==> src/rtl/shift_pkg.sv <==
// Shared constants and types for the shift datapath and its two-port arbiter.
package shift_pkg;

    localparam int unsigned DATA_W = 32;
    localparam int unsigned AMT_W  = 5;
    localparam int unsigned OP_W   = 2;

    localparam logic [OP_W-1:0] OP_LSL  = 2'b00;
    localparam logic [OP_W-1:0] OP_LSR  = 2'b01;
    localparam logic [OP_W-1:0] OP_ASR  = 2'b10;
    localparam logic [OP_W-1:0] OP_RSVD = 2'b11;

    typedef enum logic [1:0] {
        ST_IDLE = 2'd0,
        ST_EXEC = 2'd1,
        ST_RESP = 2'd2
    } state_e;

    typedef struct packed {
        logic [OP_W-1:0]   op;
        logic [AMT_W-1:0]  amt;
        logic [DATA_W-1:0] data;
    } shift_req_t;

endpackage

==> src/rtl/shift.sv <==
// Combinational 32-bit shifter with one-hot left/right/math_shift controls and carry out.
module shift
    import shift_pkg::*;
(
    input  logic [DATA_W-1:0] src,
    input  logic [DATA_W-1:0] dst,
    input  logic              left,
    input  logic              right,
    input  logic              math_shift,
    output logic [DATA_W-1:0] result_c,
    output logic              cf_c
);

    logic [AMT_W-1:0]       amt;
    logic [DATA_W:0]        lsl_ext;
    logic [DATA_W:0]        lsr_ext;
    logic signed [DATA_W:0] asr_ext;
    logic                   unused_src_bits;

    assign amt             = src[AMT_W-1:0];
    assign unused_src_bits = ^src[DATA_W-1:AMT_W];

    // One guard bit beside the operand catches the last bit shifted out; amt==0 leaves it 0.
    assign lsl_ext = {1'b0, dst} << amt;
    assign lsr_ext = {dst, 1'b0} >> amt;
    assign asr_ext = $signed({dst, 1'b0}) >>> amt;

    always_comb begin
        result_c = '0;
        cf_c     = 1'b0;
        if (left) begin
            result_c = lsl_ext[DATA_W-1:0];
            cf_c     = lsl_ext[DATA_W];
        end else if (right) begin
            result_c = lsr_ext[DATA_W:1];
            cf_c     = lsr_ext[0];
        end else if (math_shift) begin
            result_c = asr_ext[DATA_W:1];
            cf_c     = asr_ext[0];
        end
    end

endmodule

==> src/rtl/shift_arbiter.sv <==
// Two-port valid/ready front end sharing one shift datapath; one operation in flight.
module shift_arbiter
    import shift_pkg::*;
#(
    parameter bit ROUND_ROBIN = 1'b1
) (
    input  logic              clk,
    input  logic              rst_n,
    input  logic              req0_valid,
    output logic              req0_ready,
    input  logic [OP_W-1:0]   req0_op,
    input  logic [DATA_W-1:0] req0_amt,
    input  logic [DATA_W-1:0] req0_data,
    input  logic              req1_valid,
    output logic              req1_ready,
    input  logic [OP_W-1:0]   req1_op,
    input  logic [DATA_W-1:0] req1_amt,
    input  logic [DATA_W-1:0] req1_data,
    output logic              resp0_valid,
    input  logic              resp0_ready,
    output logic [DATA_W-1:0] resp0_result,
    output logic              resp0_cf,
    output logic              resp1_valid,
    input  logic              resp1_ready,
    output logic [DATA_W-1:0] resp1_result,
    output logic              resp1_cf,
    output logic              busy
);

    state_e            state_q, state_d;
    logic              owner_q, owner_d;
    logic              rr_q, rr_d;
    shift_req_t        cap_q, cap_d;
    logic [DATA_W-1:0] res0_q, res0_d, res1_q, res1_d;
    logic              cf0_q, cf0_d, cf1_q, cf1_d;
    logic              rv0_q, rv0_d, rv1_q, rv1_d;
    logic              busy_q, busy_d;

    logic              grant1_c;
    logic              idle_c;
    logic              resp_hs_c;
    shift_req_t        req_sel_c;
    logic [DATA_W-1:0] sh_result_c;
    logic              sh_cf_c;
    logic              unused_amt_bits;

    assign unused_amt_bits = ^{req0_amt[DATA_W-1:AMT_W], req1_amt[DATA_W-1:AMT_W]};

    // Port 1 wins when it is alone, or on a tie when the round-robin pointer favours it.
    assign grant1_c   = req1_valid & (~req0_valid | (ROUND_ROBIN & rr_q));
    assign idle_c     = (state_q == ST_IDLE);
    assign req0_ready = idle_c & req0_valid & ~grant1_c;
    assign req1_ready = idle_c & grant1_c;

    assign req_sel_c = grant1_c
        ? '{op: req1_op, amt: req1_amt[AMT_W-1:0], data: req1_data}
        : '{op: req0_op, amt: req0_amt[AMT_W-1:0], data: req0_data};

    assign resp_hs_c = owner_q ? (rv1_q & resp1_ready) : (rv0_q & resp0_ready);

    shift u_shift (
        .src        (DATA_W'(cap_q.amt)),
        .dst        (cap_q.data),
        .left       (cap_q.op == OP_LSL),
        .right      (cap_q.op == OP_LSR),
        .math_shift (cap_q.op == OP_ASR),
        .result_c   (sh_result_c),
        .cf_c       (sh_cf_c)
    );

    always_comb begin
        state_d = state_q;
        owner_d = owner_q;
        rr_d    = rr_q;
        cap_d   = cap_q;
        res0_d  = res0_q;
        res1_d  = res1_q;
        cf0_d   = cf0_q;
        cf1_d   = cf1_q;
        rv0_d   = rv0_q;
        rv1_d   = rv1_q;
        busy_d  = busy_q;

        case (state_q)
            ST_IDLE: begin
                if (req0_ready | req1_ready) begin
                    owner_d = grant1_c;
                    cap_d   = req_sel_c;
                    busy_d  = 1'b1;
                    state_d = ST_EXEC;
                end
            end
            ST_EXEC: begin
                if (owner_q) begin
                    res1_d = sh_result_c;
                    cf1_d  = sh_cf_c;
                    rv1_d  = 1'b1;
                end else begin
                    res0_d = sh_result_c;
                    cf0_d  = sh_cf_c;
                    rv0_d  = 1'b1;
                end
                state_d = ST_RESP;
            end
            ST_RESP: begin
                // Pointer moves to the non-owner so a continuous loser is served next.
                if (resp_hs_c) begin
                    rv0_d   = 1'b0;
                    rv1_d   = 1'b0;
                    busy_d  = 1'b0;
                    rr_d    = ~owner_q;
                    state_d = ST_IDLE;
                end
            end
            default: begin
                state_d = ST_IDLE;
                rv0_d   = 1'b0;
                rv1_d   = 1'b0;
                busy_d  = 1'b0;
            end
        endcase
    end

    always_ff @(posedge clk or negedge rst_n) begin
        if (!rst_n) begin
            state_q <= ST_IDLE;
            owner_q <= 1'b0;
            rr_q    <= 1'b0;
            cap_q   <= '0;
            res0_q  <= '0;
            res1_q  <= '0;
            cf0_q   <= 1'b0;
            cf1_q   <= 1'b0;
            rv0_q   <= 1'b0;
            rv1_q   <= 1'b0;
            busy_q  <= 1'b0;
        end else begin
            state_q <= state_d;
            owner_q <= owner_d;
            rr_q    <= rr_d;
            cap_q   <= cap_d;
            res0_q  <= res0_d;
            res1_q  <= res1_d;
            cf0_q   <= cf0_d;
            cf1_q   <= cf1_d;
            rv0_q   <= rv0_d;
            rv1_q   <= rv1_d;
            busy_q  <= busy_d;
        end
    end

    assign resp0_valid  = rv0_q;
    assign resp1_valid  = rv1_q;
    assign resp0_result = res0_q;
    assign resp1_result = res1_q;
    assign resp0_cf     = cf0_q;
    assign resp1_cf     = cf1_q;
    assign busy         = busy_q;

endmodule

==> config.mk <==
export PLATFORM = sky130hd
export DESIGN_NAME = shift_arbiter
export DESIGN_NICKNAME = d
export VERILOG_FILES = /design/src/rtl/shift_pkg.sv /design/src/rtl/shift.sv /design/src/rtl/shift_arbiter.sv
export SDC_FILE = /design/constraint.sdc
export NUM_CORES = 1
export LEC_CHECK = 0
export ABC_AREA = 1
export BUFFER_PORTS_ARGS = -buffer_cell sky130_fd_sc_hd__buf_2
export CAP_MARGIN = 5
export CORE_MARGIN = 2
export CORE_UTILIZATION = 59
export DETAILED_ROUTE_END_ITERATION = 7
export GPL_TIMING_DRIVEN = 0
export PLACE_DENSITY_LB_ADDON = 0.05
export SLEW_MARGIN = 5
export SYNTH_ARGS = -nofsm -noshare
export SYNTH_HDL_FRONTEND = slang
export SYNTH_SLANG_ARGS = --single-unit
==> constraint.sdc <==
create_clock -name clk -period 2.8 [get_ports clk]
set_input_delay 0.56 -clock clk [delete_from_list [all_inputs] [get_ports clk]]
set_output_delay 0.56 -clock clk [all_outputs]
set_load 0.02 [all_outputs]
==> impl_metrics.xml <==
<?xml version="1.0" encoding="UTF-8"?>
<metrics>
  <group name="critical_path">
    <metric name="crit_path_end_kind" unit="">output pin</metric>
    <metric name="cp_data_arrival_time" unit="ps">1900</metric>
    <metric name="worst_setup_path_start_kind" unit="">flop</metric>
    <metric name="worstSetupPathType" unit="">flop to output pin</metric>
    <metric name="critPathMaxFanout" unit="">10</metric>
    <metric name="cp_data_required_time" unit="ps">2240</metric>
  </group>
  <group name="die">
    <metric name="io-pin-count" unit="">209</metric>
    <metric name="floorplan.die.width" unit="um">124</metric>
    <metric name="start_util" unit="">0.607</metric>
    <metric name="fp.coreArea" unit="sq um">13900</metric>
    <metric name="floorplan.die_area" unit="sq um">15300</metric>
    <metric name="rows" unit="">43</metric>
    <metric name="die_h" unit="um">124</metric>
  </group>
  <group name="yosys">
    <metric name="synthesis.area" unit="sq um">8450</metric>
    <metric name="post_synthesis_simple_gate_area_fraction" unit="">0.501</metric>
    <metric name="number_of_nets_in_the_synthesized_netlist" unit="">1474</metric>
    <metric name="postSynth.asyncResetShare" unit="">1.00</metric>
    <metric name="synth.yosys.seq_area_share" unit="">0.332</metric>
    <metric name="yosys_warnings" unit="">0</metric>
    <metric name="synth_compound_area_frac" unit="">0.0888</metric>
    <metric name="synth_enable_flop_cells" unit="">0</metric>
    <metric name="synthMuxAreaShare" unit="">0.00118</metric>
    <metric name="ys.flop_type" unit="">dfrtp_1</metric>
    <metric name="synth_area_per_cell" unit="sq um">6.33</metric>
    <metric name="yosys.cell_types.count" unit="">35</metric>
    <metric name="synthAdderAreaFrac" unit="">0</metric>
    <metric name="synth-xor-area-share" unit="">0</metric>
    <metric name="combinational_family_with_the_most_area_after_synthesis" unit="">simple AND/OR/NAND/NOR gates</metric>
    <metric name="synthesis.instances" unit="">1336</metric>
    <metric name="ys_ff_latch" unit="">112</metric>
  </group>
  <group name="hold_path">
    <metric name="holdCritPathClass" unit="">input port to async pin</metric>
  </group>
  <group name="global_routing">
    <metric name="gr-usage-all-layers" unit="">0.441</metric>
    <metric name="global_route.overflow_total" unit="">0</metric>
    <metric name="wire_length_of_the_first_global_routing_pass" unit="mm">50.7</metric>
    <metric name="grt_start_max_net_pins" unit="">62</metric>
    <metric name="antenna_found_initial" unit="">1</metric>
    <metric name="vias_in_the_first_global_route" unit="">9662</metric>
  </group>
  <group name="clock_network">
    <metric name="tritoncts" unit="">done</metric>
    <metric name="postCtsSetupBuffers" unit="">0</metric>
    <metric name="clk_sinks" unit="">112</metric>
    <metric name="h-tree-depth" unit="">3</metric>
    <metric name="worstSkewPairLatency" unit="ps">370</metric>
    <metric name="clkSlewWorstSetupHoldPaths" unit="ps">90</metric>
    <metric name="hold_buffers" unit="">0</metric>
    <metric name="cts-buffers-inserted" unit="">9</metric>
    <metric name="clockRootBuffer" unit="">clkbuf_16</metric>
    <metric name="post_cts.resized_instances" unit="">0</metric>
    <metric name="cts.path.max_buffers" unit="">2</metric>
  </group>
  <group name="timing">
    <metric name="finalSetupViolCount" unit="">0</metric>
    <metric name="worstMarginPinSlew" unit="ps">747</metric>
    <metric name="rsz0062_at_grt" unit="">false</metric>
    <metric name="max-slew-margin-rel" unit="">0.502</metric>
    <metric name="post-route-worst-setup-slack" unit="ps">344</metric>
    <metric name="final_hold_viol_count" unit="">0</metric>
    <metric name="timing.clock.skew" unit="ps">8.42</metric>
    <metric name="min_period" unit="ps">2460</metric>
    <metric name="fmax" unit="GHz">0.407</metric>
    <metric name="finalMaxSlewViolations" unit="">0</metric>
    <metric name="holdWs" unit="ps">202</metric>
    <metric name="fin_crit_sh" unit="">0.877</metric>
  </group>
  <group name="run_status">
    <metric name="violations" unit="">design-rule violations</metric>
    <metric name="status" unit="">complete, but fails checks</metric>
  </group>
  <group name="pwr">
    <metric name="netSwitchingPower" unit="W">0.000783</metric>
    <metric name="power_frac_clock" unit="">0.432</metric>
    <metric name="seqPwrFrac" unit="">0.522</metric>
    <metric name="cellLeakagePower" unit="nW">5.56</metric>
    <metric name="sw_frac_of_total" unit="">0.253</metric>
    <metric name="peak_supply_drop" unit="V">0.000346</metric>
    <metric name="internal-power" unit="W">0.00231</metric>
    <metric name="power_density" unit="nW/um^2">316</metric>
    <metric name="p_comb_frac" unit="">0.046</metric>
  </group>
  <group name="place">
    <metric name="finalWeightedCongestion" unit="">1.13</metric>
    <metric name="worst_slack_at_placement" unit="ps">372</metric>
    <metric name="dp_hpwl" unit="mm">26.2</metric>
    <metric name="place.port_buffers" unit="">154</metric>
  </group>
  <group name="detailed_routing">
    <metric name="viasPerCell" unit="">6.28</metric>
    <metric name="drt_drc_violations_left" unit="">1</metric>
    <metric name="routed_wirelength" unit="mm">33.5</metric>
    <metric name="vias" unit="">10591</metric>
    <metric name="ant_nets" unit="">0</metric>
    <metric name="firstDrtPassIters" unit="">8</metric>
    <metric name="wl_per_cell" unit="um">19.9</metric>
    <metric name="drtIter0Drc" unit="">1592</metric>
  </group>
  <group name="final_layout">
    <metric name="multi_input_comb_area" unit="sq um">4990</metric>
    <metric name="final_util" unit="">0.702</metric>
    <metric name="antenna-diode-count" unit="">0</metric>
    <metric name="drive_above_1_share" unit="">0.175</metric>
    <metric name="area.growth.synth_to_final" unit="%">15.7</metric>
    <metric name="area.sequential" unit="sq um">2800</metric>
    <metric name="finish.net_count" unit="">1640</metric>
    <metric name="num-fill-cells" unit="">1240</metric>
  </group>
  <group name="flow_run">
    <metric name="maxCapViolations" unit="">0</metric>
  </group>
</metrics>
-- synthesized netlist by cell type, types with 8 or more instances --
library cell  number  area, sq um
nand2_1          564         2120
nand3_1          313         1570
dfrtp_1          112         2800
nor2_1            58          218
a31oi_1           40          250
buf_2             37          185
inv_1             34          128
clkbuf_1          27          101
o211ai_1          18          135
o21ai_0           17         85.1
a21oi_1           16         80.1
nand4_1           13         81.3
buf_1             10         37.5
buf_4             10         75.1
o21ai_1            8         40.0
-- worst max-delay path, stage by stage, from the launching register on --
cell and delay, ps:
dfrtp_1 370, inv_1 50, nand2_1 50, nand2_1 150, inv_1 320, clkbuf_1 360
nor2_1 60, buf_2 160
-- final timing paths --
path | from | end | slack (ps) | cells after the start
worst max-delay path | rr_q | req0_ready | 340 | 7
worst min-delay path | rst_n | cap_q[6] | 200 | 1
worst max register to register | cap_q[34] | resp0_result[5] | 370 | 8
worst min register to register | resp0_result[22] | resp0_result[22] | 480 | 2
max in group asynchronous | rst_n | resp1_result[30] | 1850 | 2
min in group clk | req1_data[20] | cap_q[20] | 440 | 3
-- cell families after synthesis --
family	after synthesis
buf+inv	133
flops	112
compound gates	116
mux	1
simple gates	974
-- sequential cells by signal (all words and copies together) (netlist names), 2 cells and up --
name and flops:
cap_q 39, resp0_result 32, resp1_result 32, state_q 2
-- final cells by class --
type,count,share of cell area
clock inverter,7,0.00742
sequential,112,0.287
clock buffer,9,0.0230
timing repair buffer,155,0.0819
buffer,91,0.0507
tap,180,0.0230
inverter,42,0.0166
multi-input combinational,1091,0.511
-- layout by cell type (no fill, tap or decap), types with 5 or more instances in the layout --
cell,instances
nand3_1,313
nor2_4,6
nand3_2,6
a31oi_1,40
buf_1,10
a21oi_2,6
nand2_1,564
buf_2,190
clkbuf_1,27
and2_1,5
o21ai_1,8
inv_1,34
inv_2,6
o211ai_1,18
a21oi_1,16
o21ai_0,17
buf_6,5
nor2_1,58
buf_4,11
nand4_1,13
dfrtp_1,112
clkbuf_16,9
-- through the flow --
stage / instances / setup TNS (ps) / cell area, sq um / power (W)
2_1_floorplan: 1336 / 0 / 8450 / 0.00169
3_3_place_gp: 1670 / -4930 / 9450 / 0.00178
3_5_place_dp: 1671 / 0 / 9480 / 0.00179
4_1_cts: 1687 / 0 / 9780 / 0.00308
5_1_grt: 1687 / 0 / 9780 / 0.00316
6_report: 1687 / 0 / 9780 / 0.00309
-- power groups by stage --
stage,Combinational [W],Clock [W],Sequential [W]
after floorplan,0.0000384,0,0.00165
after global placement,0.000132,0,0.00165
after detailed placement,0.000142,0,0.00165
after CTS,0.000143,0.00133,0.00162
after global routing,0.000161,0.00138,0.00162
final,0.000141,0.00134,0.00162
-- per-layer routing --
metal	part of all wire	up-vias	global-route usage	wire (um)
li1	-	4767	-	-
met4	0.054	0	0.219	1810
met5	0	-	0	0
met1	0.38	4841	0.564	12600
met3	0.14	170	0.142	4830
met2	0.43	813	0.671	14300
No activity file was read; power rests on OpenSTA's default activity.
